==> src/rtl/regs_arbiter.sv <==
// rtl/regs_arbiter.sv - two-requester arbiter for the PWM register-file bus
// Optional round-robin tie-break under REGS_ARB_RR_EN (fixed m0 priority otherwise).
module regs_arbiter #(
  parameter int                ADDR_W   = 6,
  parameter int                DATA_W   = 8,
  parameter logic [ADDR_W-1:0] MAX_ADDR = 6'h0D
) (
  input  logic              clk,
  input  logic              rst_n,
  input  logic              m0_req,
  input  logic              m0_we,
  input  logic [ADDR_W-1:0] m0_addr,
  input  logic [DATA_W-1:0] m0_wdata,
  output logic              m0_ack,
  output logic              m0_err,
  output logic [DATA_W-1:0] m0_rdata,
  input  logic              m1_req,
  input  logic              m1_we,
  input  logic [ADDR_W-1:0] m1_addr,
  input  logic [DATA_W-1:0] m1_wdata,
  output logic              m1_ack,
  output logic              m1_err,
  output logic [DATA_W-1:0] m1_rdata,
  output logic              read,
  output logic              write,
  output logic [ADDR_W-1:0] addr,
  output logic [DATA_W-1:0] data_write,
  input  logic [DATA_W-1:0] data_read,
  output logic              busy,
  output logic              owner
);

  typedef enum logic [2:0] {IDLE, WR, RD1, RD2, ACK} state_t;

  // Counter-value register: readable, but writes are refused.
  localparam logic [ADDR_W-1:0] RO_ADDR = ADDR_W'(8);

  state_t              state, state_n;
  logic                read_n, write_n, busy_n, owner_n;
  logic                m0_ack_n, m0_err_n, m1_ack_n, m1_err_n;
  logic [ADDR_W-1:0]   addr_n;
  logic [DATA_W-1:0]   data_write_n, m0_rdata_n, m1_rdata_n;

  logic                any_req, win, sel_we, reject;
  logic [ADDR_W-1:0]   sel_addr;
  logic [DATA_W-1:0]   sel_wdata;

  assign any_req = m0_req | m1_req;

`ifdef REGS_ARB_RR_EN
  logic last_grant;

  always_ff @(posedge clk or negedge rst_n) begin
    if (!rst_n)
      last_grant <= 1'b1;
    else if (state == IDLE && any_req)
      last_grant <= win;
  end

  assign win = (m0_req && m1_req) ? ~last_grant : m1_req;
`else
  assign win = ~m0_req;
`endif

  assign sel_we    = win ? m1_we    : m0_we;
  assign sel_addr  = win ? m1_addr  : m0_addr;
  assign sel_wdata = win ? m1_wdata : m0_wdata;
  assign reject    = (sel_addr > MAX_ADDR) || (sel_we && sel_addr == RO_ADDR);

  always_comb begin
    state_n      = state;
    read_n       = 1'b0;
    write_n      = 1'b0;
    m0_ack_n     = 1'b0;
    m0_err_n     = 1'b0;
    m1_ack_n     = 1'b0;
    m1_err_n     = 1'b0;
    addr_n       = addr;
    data_write_n = data_write;
    owner_n      = owner;
    m0_rdata_n   = m0_rdata;
    m1_rdata_n   = m1_rdata;
    case (state)
      IDLE: begin
        if (any_req) begin
          owner_n      = win;
          addr_n       = sel_addr;
          data_write_n = sel_wdata;
          if (reject) begin
            state_n = ACK;
            if (win) begin
              m1_ack_n = 1'b1;
              m1_err_n = 1'b1;
              if (!sel_we) m1_rdata_n = '0;
            end else begin
              m0_ack_n = 1'b1;
              m0_err_n = 1'b1;
              if (!sel_we) m0_rdata_n = '0;
            end
          end else if (sel_we) begin
            state_n = WR;
            write_n = 1'b1;
          end else begin
            state_n = RD1;
            read_n  = 1'b1;
          end
        end
      end
      WR: begin
        state_n  = ACK;
        m0_ack_n = ~owner;
        m1_ack_n = owner;
      end
      RD1: begin
        state_n = RD2;
        read_n  = 1'b1;
      end
      RD2: begin
        // Register file's buffered data is valid during this cycle.
        state_n  = ACK;
        m0_ack_n = ~owner;
        m1_ack_n = owner;
        if (owner) m1_rdata_n = data_read;
        else       m0_rdata_n = data_read;
      end
      ACK:     state_n = IDLE;
      default: state_n = IDLE;
    endcase
    busy_n = (state_n != IDLE);
  end

  always_ff @(posedge clk or negedge rst_n) begin
    if (!rst_n) begin
      state      <= IDLE;
      read       <= 1'b0;
      write      <= 1'b0;
      busy       <= 1'b0;
      owner      <= 1'b0;
      m0_ack     <= 1'b0;
      m0_err     <= 1'b0;
      m1_ack     <= 1'b0;
      m1_err     <= 1'b0;
      addr       <= '0;
      data_write <= '0;
      m0_rdata   <= '0;
      m1_rdata   <= '0;
    end else begin
      state      <= state_n;
      read       <= read_n;
      write      <= write_n;
      busy       <= busy_n;
      owner      <= owner_n;
      m0_ack     <= m0_ack_n;
      m0_err     <= m0_err_n;
      m1_ack     <= m1_ack_n;
      m1_err     <= m1_err_n;
      addr       <= addr_n;
      data_write <= data_write_n;
      m0_rdata   <= m0_rdata_n;
      m1_rdata   <= m1_rdata_n;
    end
  end

endmodule
==> config.mk <==
export PLATFORM = sky130hd
export DESIGN_NAME = regs_arbiter
export DESIGN_NICKNAME = d
export VERILOG_FILES = /design/src/rtl/regs_arbiter.sv
export SDC_FILE = /design/constraint.sdc
export NUM_CORES = 1
export LEC_CHECK = 0
export ABC_AREA = 0
export CAP_MARGIN = 20
export CORE_MARGIN = 1
export CORE_UTILIZATION = 44
export CTS_BUF_LIST = sky130_fd_sc_hd__clkbuf_4 sky130_fd_sc_hd__clkbuf_8
export CTS_CLUSTER_SIZE = 24
export DETAILED_ROUTE_END_ITERATION = 12
export MAX_ROUTING_LAYER = met4
export PLACE_DENSITY = 0.8
export SYNTH_ARGS = -nofsm -noshare
export SYNTH_HDL_FRONTEND = slang
export SYNTH_SLANG_ARGS = --single-unit
==> constraint.sdc <==
create_clock -name clk -period 1.76 [get_ports clk]
set_clock_uncertainty 0.05 [all_clocks]
set_input_delay 0.264 -clock clk [delete_from_list [all_inputs] [get_ports clk]]
set_output_delay 0.264 -clock clk [all_outputs]
set_load 0.01 [all_outputs]
==> impl_metrics.yaml, run 1 <==
outcome:
  status: "complete, no violations"
grt:
  first_global_vias: 1647
  global_route.usage.met1_pct: 27.4
  grt_pass1_wl_um: 7660
  met3_usage_grt_pct: 4.90
  antenna_found_initial: 0
  gr-usage-all-layers_pct: 24.2
  busiest_layer: "met2"
  grt_remaining_overflow: 0
  grt_util_met2_pct: 40.4
  grt_start_max_net_pins: 42
setup_path:
  required_ns: 1.90
  critical_path.top_delay_family: "compound AO/OA/AOI/OAI gates"
  critical_path.max_fanout: 8
  worst_setup_path_start_kind: "input pin"
  crit_path_end_kind: "flip-flop"
  cp_slowest_stage_delay_ns: 0.47
  path_buf_inv: 2
  timing.critical_path.cells: "clkdlybuf4s50_1 > inv_1 > o311ai_4 > a31oi_4 > o31a_4 > a22o_1"
  critPathKind: "input pin to flip-flop"
  critical_path.slowest_cell: "sky130_fd_sc_hd__clkdlybuf4s50_1"
  worst_ep_arrival_time_ns: 1.80
timing:
  final_min_period_over_clock_period_pct: 94.8
  fmaxAchievable_ghz: 0.599
  setup-tns-final_ns: 0
  tightestPinTransition_ns: 0.253
  period_needed_ns: 1.67
  timing.final.setup_violations: 0
  unrepaired_setup_endpoints_after_global_routing: "no"
  fin_ws_ns: 0.0913
  hold_slack_ns: 0.439
  hold_viol_final: 0
  final-max-slew-violation-count: 0
  slew_margin_rel_pct: 83.1
logic_synthesis:
  post_synth_and_or_nand_nor_area_fraction_pct: 16.3
  syn_inst: 177
  synth_area_um2: 1870
  synth_area_leaders: "sky130_fd_sc_hd__dfrtp_1, sky130_fd_sc_hd__mux2i_1, sky130_fd_sc_hd__nand2_1"
  synth-adder-area-share_pct: 0
  synth-compound-area-share_pct: 17.0
  synth.net_count: 219
  yosysSeqAreaShare_pct: 54.8
  synth_seq_cells: 41
  cell_type_with_the_highest_aggregate_area_in_the_netlist: "sky130_fd_sc_hd__dfrtp_1"
  avgSynthCellArea_um2: 10.6
  synth_top_family_by_area: "compound AO/OA/AOI/OAI gates"
  yosysWarnings: 0
  synth_xor_area_share_pct: 0
  netlist-cell-type-count: 32
  synth_top_cell_area_share_pct: 54.8
  synth.mux.area_fraction_pct: 7.75
clock_network:
  path_clk_slew_ns: 0.07
  cts_tree: "done"
  cts.sinks: 41
  clockRootBuffer: "sky130_fd_sc_hd__clkbuf_8"
  clockBufferDepth: 2
  clock_latency_ns: 0.30
  cts.htree.levels: 2
  cts_inserted_buffers: 5
floorplanning:
  rows: 23
  initial_core_util_pct: 46.5
  dieArea_um2: 4520
  die_h_um: 67.2
  top_level_ports: 80
  die_w_um: 67.2
  core_box_area_um2: 4030
detailed_routing:
  route.vias.total: 1655
  routed_via_density: 5.06
  firstDrtPassIters: 4
  drt-wirelength-per-cell_um: 14.2
  dr.first_iter.drc_count: 53
  postRouteWirelength_um: 4640
  ant_nets: 0
  drc: 0
final_layout:
  layout-area-overhead-vs-synth_pct: 58.0
  final_layout_size_suffix_gt1_share_pct: 17.0
  nets: 318
  instances_no_fill: 327
  seq_area_um2: 1030
  multiInputGateArea_um2: 785
  num-fill-cells: 308
  n_antenna_cell: 0
job:
  maxCapViolCount: 0
power:
  peakVddDrop_mv: 0.783
  report.power.total_mw: 3.49
  pwr_density_cell_nw_per_um2: 1180
  cellLeakagePower_nw: 1.34
placement:
  place_inst: 315
  detailedPlace.worstSlack_ns: -0.337
  port_buffers: 79
  finalWeightedCongestion: 0.833
  detailedPlacementHpwl_um: 3530
worst_hold_path:
  timing.hold.worst.class: "flip-flop to flip-flop"
## cell usage after synthesis
| master | number |
|---|---|
| sky130_fd_sc_hd__a21o_1 | 1 |
| sky130_fd_sc_hd__o22ai_4 | 1 |
| sky130_fd_sc_hd__a21oi_1 | 15 |
| sky130_fd_sc_hd__o22ai_1 | 1 |
| sky130_fd_sc_hd__nand2b_1 | 1 |
| sky130_fd_sc_hd__a211o_1 | 1 |
| sky130_fd_sc_hd__o311ai_2 | 1 |
| sky130_fd_sc_hd__nor3_2 | 1 |
| sky130_fd_sc_hd__inv_1 | 3 |
| sky130_fd_sc_hd__nor2b_1 | 3 |
| sky130_fd_sc_hd__mux2i_1 | 13 |
| sky130_fd_sc_hd__nand2_1 | 34 |
| sky130_fd_sc_hd__buf_1 | 1 |
| sky130_fd_sc_hd__or2_2 | 3 |
| sky130_fd_sc_hd__a31oi_1 | 1 |
| sky130_fd_sc_hd__nor4_4 | 1 |
| sky130_fd_sc_hd__clkbuf_2 | 2 |
| sky130_fd_sc_hd__a22o_1 | 8 |
| sky130_fd_sc_hd__o21ai_0 | 14 |
| sky130_fd_sc_hd__buf_6 | 2 |
| sky130_fd_sc_hd__mux2_4 | 1 |
| sky130_fd_sc_hd__and3_1 | 1 |
| sky130_fd_sc_hd__clkbuf_1 | 1 |
| sky130_fd_sc_hd__nor2_1 | 10 |
| sky130_fd_sc_hd__a31oi_4 | 1 |
| sky130_fd_sc_hd__o31a_4 | 1 |
| sky130_fd_sc_hd__dfrtp_1 | 41 |
| sky130_fd_sc_hd__nand2b_4 | 1 |
| sky130_fd_sc_hd__nand3b_1 | 1 |
| sky130_fd_sc_hd__buf_2 | 5 |
| sky130_fd_sc_hd__nor3_1 | 5 |
| sky130_fd_sc_hd__nand2_2 | 2 |
## timing repair
| item | in CTS | in global routing |
|---|---|---|
| gates resized for setup | 1 | 4 |
| hold endpoints to repair | 41 | 0 |
| pin swaps | 0 | 3 |
| endpoints found under the setup margin | 7 | 8 |
| hold buffers | 1 | 0 |
| buffers inserted | 0 | 3 |
## placed cells by master (no fill, tap or decap), types with 2 or more instances in the layout
| cell type | count |
|---|---|
| sky130_fd_sc_hd__buf_4 | 21 |
| sky130_fd_sc_hd__clkinv_2 | 2 |
| sky130_fd_sc_hd__clkdlybuf4s50_1 | 77 |
| sky130_fd_sc_hd__inv_1 | 3 |
| sky130_fd_sc_hd__nand2_2 | 3 |
| sky130_fd_sc_hd__nor3_1 | 5 |
| sky130_fd_sc_hd__dfrtp_1 | 41 |
| sky130_fd_sc_hd__nor2_1 | 10 |
| sky130_fd_sc_hd__a21oi_1 | 15 |
| sky130_fd_sc_hd__mux2i_1 | 13 |
| sky130_fd_sc_hd__a22o_1 | 8 |
| sky130_fd_sc_hd__or2_2 | 3 |
| sky130_fd_sc_hd__clkbuf_8 | 5 |
| sky130_fd_sc_hd__nor2b_1 | 2 |
| sky130_fd_sc_hd__nand2_1 | 33 |
| sky130_fd_sc_hd__o21ai_0 | 14 |
## layout make-up
| type | instances | share of cell area, % |
|---|---|---|
| Sequential cell | 41 | 34.7 |
| Timing Repair Buffer | 103 | 33.4 |
| Multi-Input combinational cell | 122 | 26.5 |
| Clock buffer | 5 | 2.33 |
| Tap cell | 50 | 2.12 |
| Clock inverter | 3 | 0.592 |
| Inverter | 3 | 0.381 |
## report_power, final
part           switching [mW]  total (mW)  internal [mW]
clock network           0.322       0.596          0.273
logic                   0.677        1.52          0.840
registers               0.156        1.37           1.22
## worst register-to-register path, cell delays in order (launching register included)
cell and delay (ns):
sky130_fd_sc_hd__dfrtp_1 0.39, sky130_fd_sc_hd__buf_4 0.16, sky130_fd_sc_hd__nor2b_2 0.17, sky130_fd_sc_hd__nand2_2 0.08, sky130_fd_sc_hd__nand3b_1 0.11, sky130_fd_sc_hd__o31a_4 0.38
sky130_fd_sc_hd__a22o_1 0.21
## per-stage QoR
step | utilization [%] | instance area (um^2)
global route | 73.4 | 2960
floorplan | - | 1870
finish | 73.4 | 2960
detailed placement | 69.9 | 2820
global placement | 69.9 | 2820
CTS | 72.4 | 2920
## final timing paths
| check | startpoint | to | slack (ns) | cells after the start |
|---|---|---|---|---|
| hold / removal | addr[5] | addr[5] | 0.44 | 2 |
| hold reg to reg | addr[5] | addr[5] | 0.44 | 2 |
| setup reg to reg | state[0] | m1_rdata[0] | 0.10 | 6 |
| setup / recovery | m0_we | m1_rdata[0] | 0.09 | 6 |
| min in group asynchronous | rst_n | addr[2] | 0.46 | 3 |
| max in group asynchronous | rst_n | m1_rdata[1] | 1.00 | 3 |
## routing by layer
metal	vias up	wire [um]
li1	809	-
met1	786	1840
met2	47	2490
met3	13	193
met4	0	123
met5	-	0
## cells by family (layout without fill, tap and decap cells)
| logic type | after synthesis | in the layout |
|---|---|---|
| simple gates | 63 | 63 |
| compound gates | 45 | 45 |
| flops | 41 | 41 |
| mux | 14 | 14 |
| buf+inv | 14 | 114 |
## state kept, by name, indices dropped and copies added, names as in the netlist
name / cells
m1_ack: 1
m0_rdata: 8
m1_rdata: 8
m0_ack: 1
addr: 6
data_write: 8
read: 1
owner: 1
m0_err: 1
write: 1
state: 3
busy: 1
m1_err: 1
Note: power is estimated with default switching activity, not from simulation.
==> run 2: changes to the inputs <==
--- a/config.mk
+++ b/config.mk
@@ -8,12 +8,13 @@
 export ABC_AREA = 0
 export CAP_MARGIN = 20
 export CORE_MARGIN = 1
-export CORE_UTILIZATION = 44
+export CORE_UTILIZATION = 45
 export CTS_BUF_LIST = sky130_fd_sc_hd__clkbuf_4 sky130_fd_sc_hd__clkbuf_8
 export CTS_CLUSTER_SIZE = 24
 export DETAILED_ROUTE_END_ITERATION = 12
+export DONT_BUFFER_PORTS = 1
 export MAX_ROUTING_LAYER = met4
-export PLACE_DENSITY = 0.8
+export PLACE_DENSITY = 0.57
 export SYNTH_ARGS = -nofsm -noshare
 export SYNTH_HDL_FRONTEND = slang
 export SYNTH_SLANG_ARGS = --single-unit
==> run 2 against run 1 <==
  * Non-clock buffer count is 94 lower
  * Sequential power rose by 12%
  * Worst hold slack got worse by 0.41 ns
  * Clock power grew 28%
  * Register-to-register slack improved by 0.04 ns
  * First-iteration DRC count up 1.9%
  * Power fell by 15%
  * Largest power group is now registers
==> impl_metrics.yaml, run 2 (synthesis results as in run 1) <==
outcome:
  status: "complete, no violations"
clock_network:
  clockRootBuffer: "sky130_fd_sc_hd__clkbuf_8"
  cts.sinks: 41
  clockBufferDepth: 2
  cts_inserted_buffers: 5
  cts.htree.levels: 2
  path_clk_slew_ns: 0.08
  clock_latency_ns: 0.29
  cts_hold_repair.buffers: 3
  cts_post_setup_buffers_inserted: 0
  cts_resized: 0
  cts_tree: "done"
grt:
  antenna_found_initial: 0
  grt_pass1_wl_um: 6200
  grt_start_max_net_pins: 42
  gr-usage-all-layers_pct: 19.8
  grt_remaining_overflow: 0
  first_global_vias: 1335
detailed_routing:
  ant_nets: 0
  drc: 0
  route.vias.total: 1321
  dr.first_iter.drc_count: 54
  drt-wirelength-per-cell_um: 16.7
  firstDrtPassIters: 4
  routed_via_density: 5.67
  postRouteWirelength_um: 3890
floorplanning:
  core_box_area_um2: 4000
  rows: 23
  die_w_um: 66.5
  dieArea_um2: 4420
  initial_core_util_pct: 46.8
  die_h_um: 66.5
  top_level_ports: 80
setup_path:
  path_buf_inv: 0
  worst_ep_arrival_time_ns: 1.73
  worst_setup_path_start_kind: "flip-flop"
  critical_path.top_delay_family: "simple AND/OR/NAND/NOR gates"
  crit-reg2reg-launch: "state[2]"
  crit_path_end_kind: "flip-flop"
  critPathKind: "flip-flop to flip-flop"
  timing.critical_path.cells: "nor3_2 > nand2_2 > nor4_4 > a21oi_1"
  worst_r2r_path_depth: 4
  cp_slowest_stage_delay_ns: 0.51
  critical_path.slowest_cell: "sky130_fd_sc_hd__nor4_4"
  worst_r2r_endpoint: "m0_rdata[0]"
  required_ns: 1.87
  critical_path.max_fanout: 8
  worst-r2r-setup-slack_ns: 0.14
placement:
  detailedPlace.worstSlack_ns: 0.154
  port_buffers: 0
  detailedPlacementHpwl_um: 2800
  finalWeightedCongestion: 0.773
timing:
  fin_ws_ns: 0.140
  timing.final.setup_violations: 0
  tightestPinTransition_ns: 0.469
  period_needed_ns: 1.62
  unrepaired_setup_endpoints_after_global_routing: "no"
  final-max-slew-violation-count: 0
  setup-tns-final_ns: 0
  fmaxAchievable_ghz: 0.617
  hold_viol_final: 0
  slew_margin_rel_pct: 68.5
  final_min_period_over_clock_period_pct: 92.0
power:
  report.power.total_mw: 2.96
  cellLeakagePower_nw: 0.953
  pwr_density_cell_nw_per_um2: 1430
  peakVddDrop_mv: 0.674
worst_hold_path:
  hold_path_startpoint: "m0_req"
  worst_hold_path.endpoint: "owner"
  timing.hold.worst_path_depth: 1
  timing.hold.worst.class: "input pin to flip-flop"
final_layout:
  mostFrequentLayoutCells: "sky130_fd_sc_hd__dfrtp_1, sky130_fd_sc_hd__nand2_1, sky130_fd_sc_hd__a21oi_1, sky130_fd_sc_hd__o21ai_0, sky130_fd_sc_hd__mux2i_1"
  final_core_util_pct: 51.7
  most_frequent_standard_cell_in_the_layout_excluding_fill_and_tap_cells: "sky130_fd_sc_hd__dfrtp_1"
  largest_registers: "data_write x8, m0_rdata x8, m1_rdata x8"
  nets: 224
  n_antenna_cell: 0
  layout-area-overhead-vs-synth_pct: 10.6
  final_layout_size_suffix_gt1_share_pct: 15.3
job:
  maxCapViolCount: 0
[run 2: power breakdown]
part / internal, mW / total (mW) / leakage (nW) / switching (mW)
Sequential: 1.22 / 1.54 / 0.538 / 0.319
Clock: 0.424 / 0.761 / 0.0543 / 0.337
Combinational: 0.269 / 0.661 / 0.361 / 0.392
Total: 1.91 / 2.96 / 0.953 / 1.05
[run 2: cell type report]
type	count	area [um^2]
Inverter	3	11.3
Tap cell	50	62.6
Sequential cell	41	1030
Clock buffer	5	68.8
Timing Repair Buffer	9	85.1
Multi-Input combinational cell	122	769
Clock inverter	3	46.3
Fill cell	361	1930
[run 2: per-stage QoR]
stage	hold slack [ns]	instances	area, um^2
floorplan	-0.0816	177	1870
global placement	-0.0805	222	1910
detailed placement	-0.0801	222	1910
CTS	0.00622	233	2070
global route	0.0252	233	2070
finish	0.0291	233	2070
[run 2: routing by layer]
metal / vias to the layer above / global-route usage [%] / part of all wire [%]
li1: 614 / - / -
met1: 633 / 24.1 / 41
met2: 61 / 30.1 / 49
met3: 13 / 5.48 / 7.6
met4: 0 / 10.1 / 2.4
met5: - / - / 0
[run 2: worst max path at each step]
stage                     startpoint     endpoint  slack, ns  cells after the start
final                       state[2]  m0_rdata[0]       0.14                      4
after global routing        state[2]  m0_rdata[1]      0.004                      4
after CTS                   state[2]  m0_rdata[0]       0.14                      4
after detailed placement    state[2]  m0_rdata[0]       0.15                      4
after global placement         m0_we  m1_rdata[1]       0.18                      5
after floorplan             state[2]  m1_rdata[0]       0.15                      5
[run 2: worst register-to-register path, cell delays in order (launching register included)]
cell and delay [ns]:
sky130_fd_sc_hd__dfrtp_1 0.39, sky130_fd_sc_hd__nor3_2 0.29, sky130_fd_sc_hd__nand2_2 0.15, sky130_fd_sc_hd__nor4_4 0.51
sky130_fd_sc_hd__a21oi_1 0.09
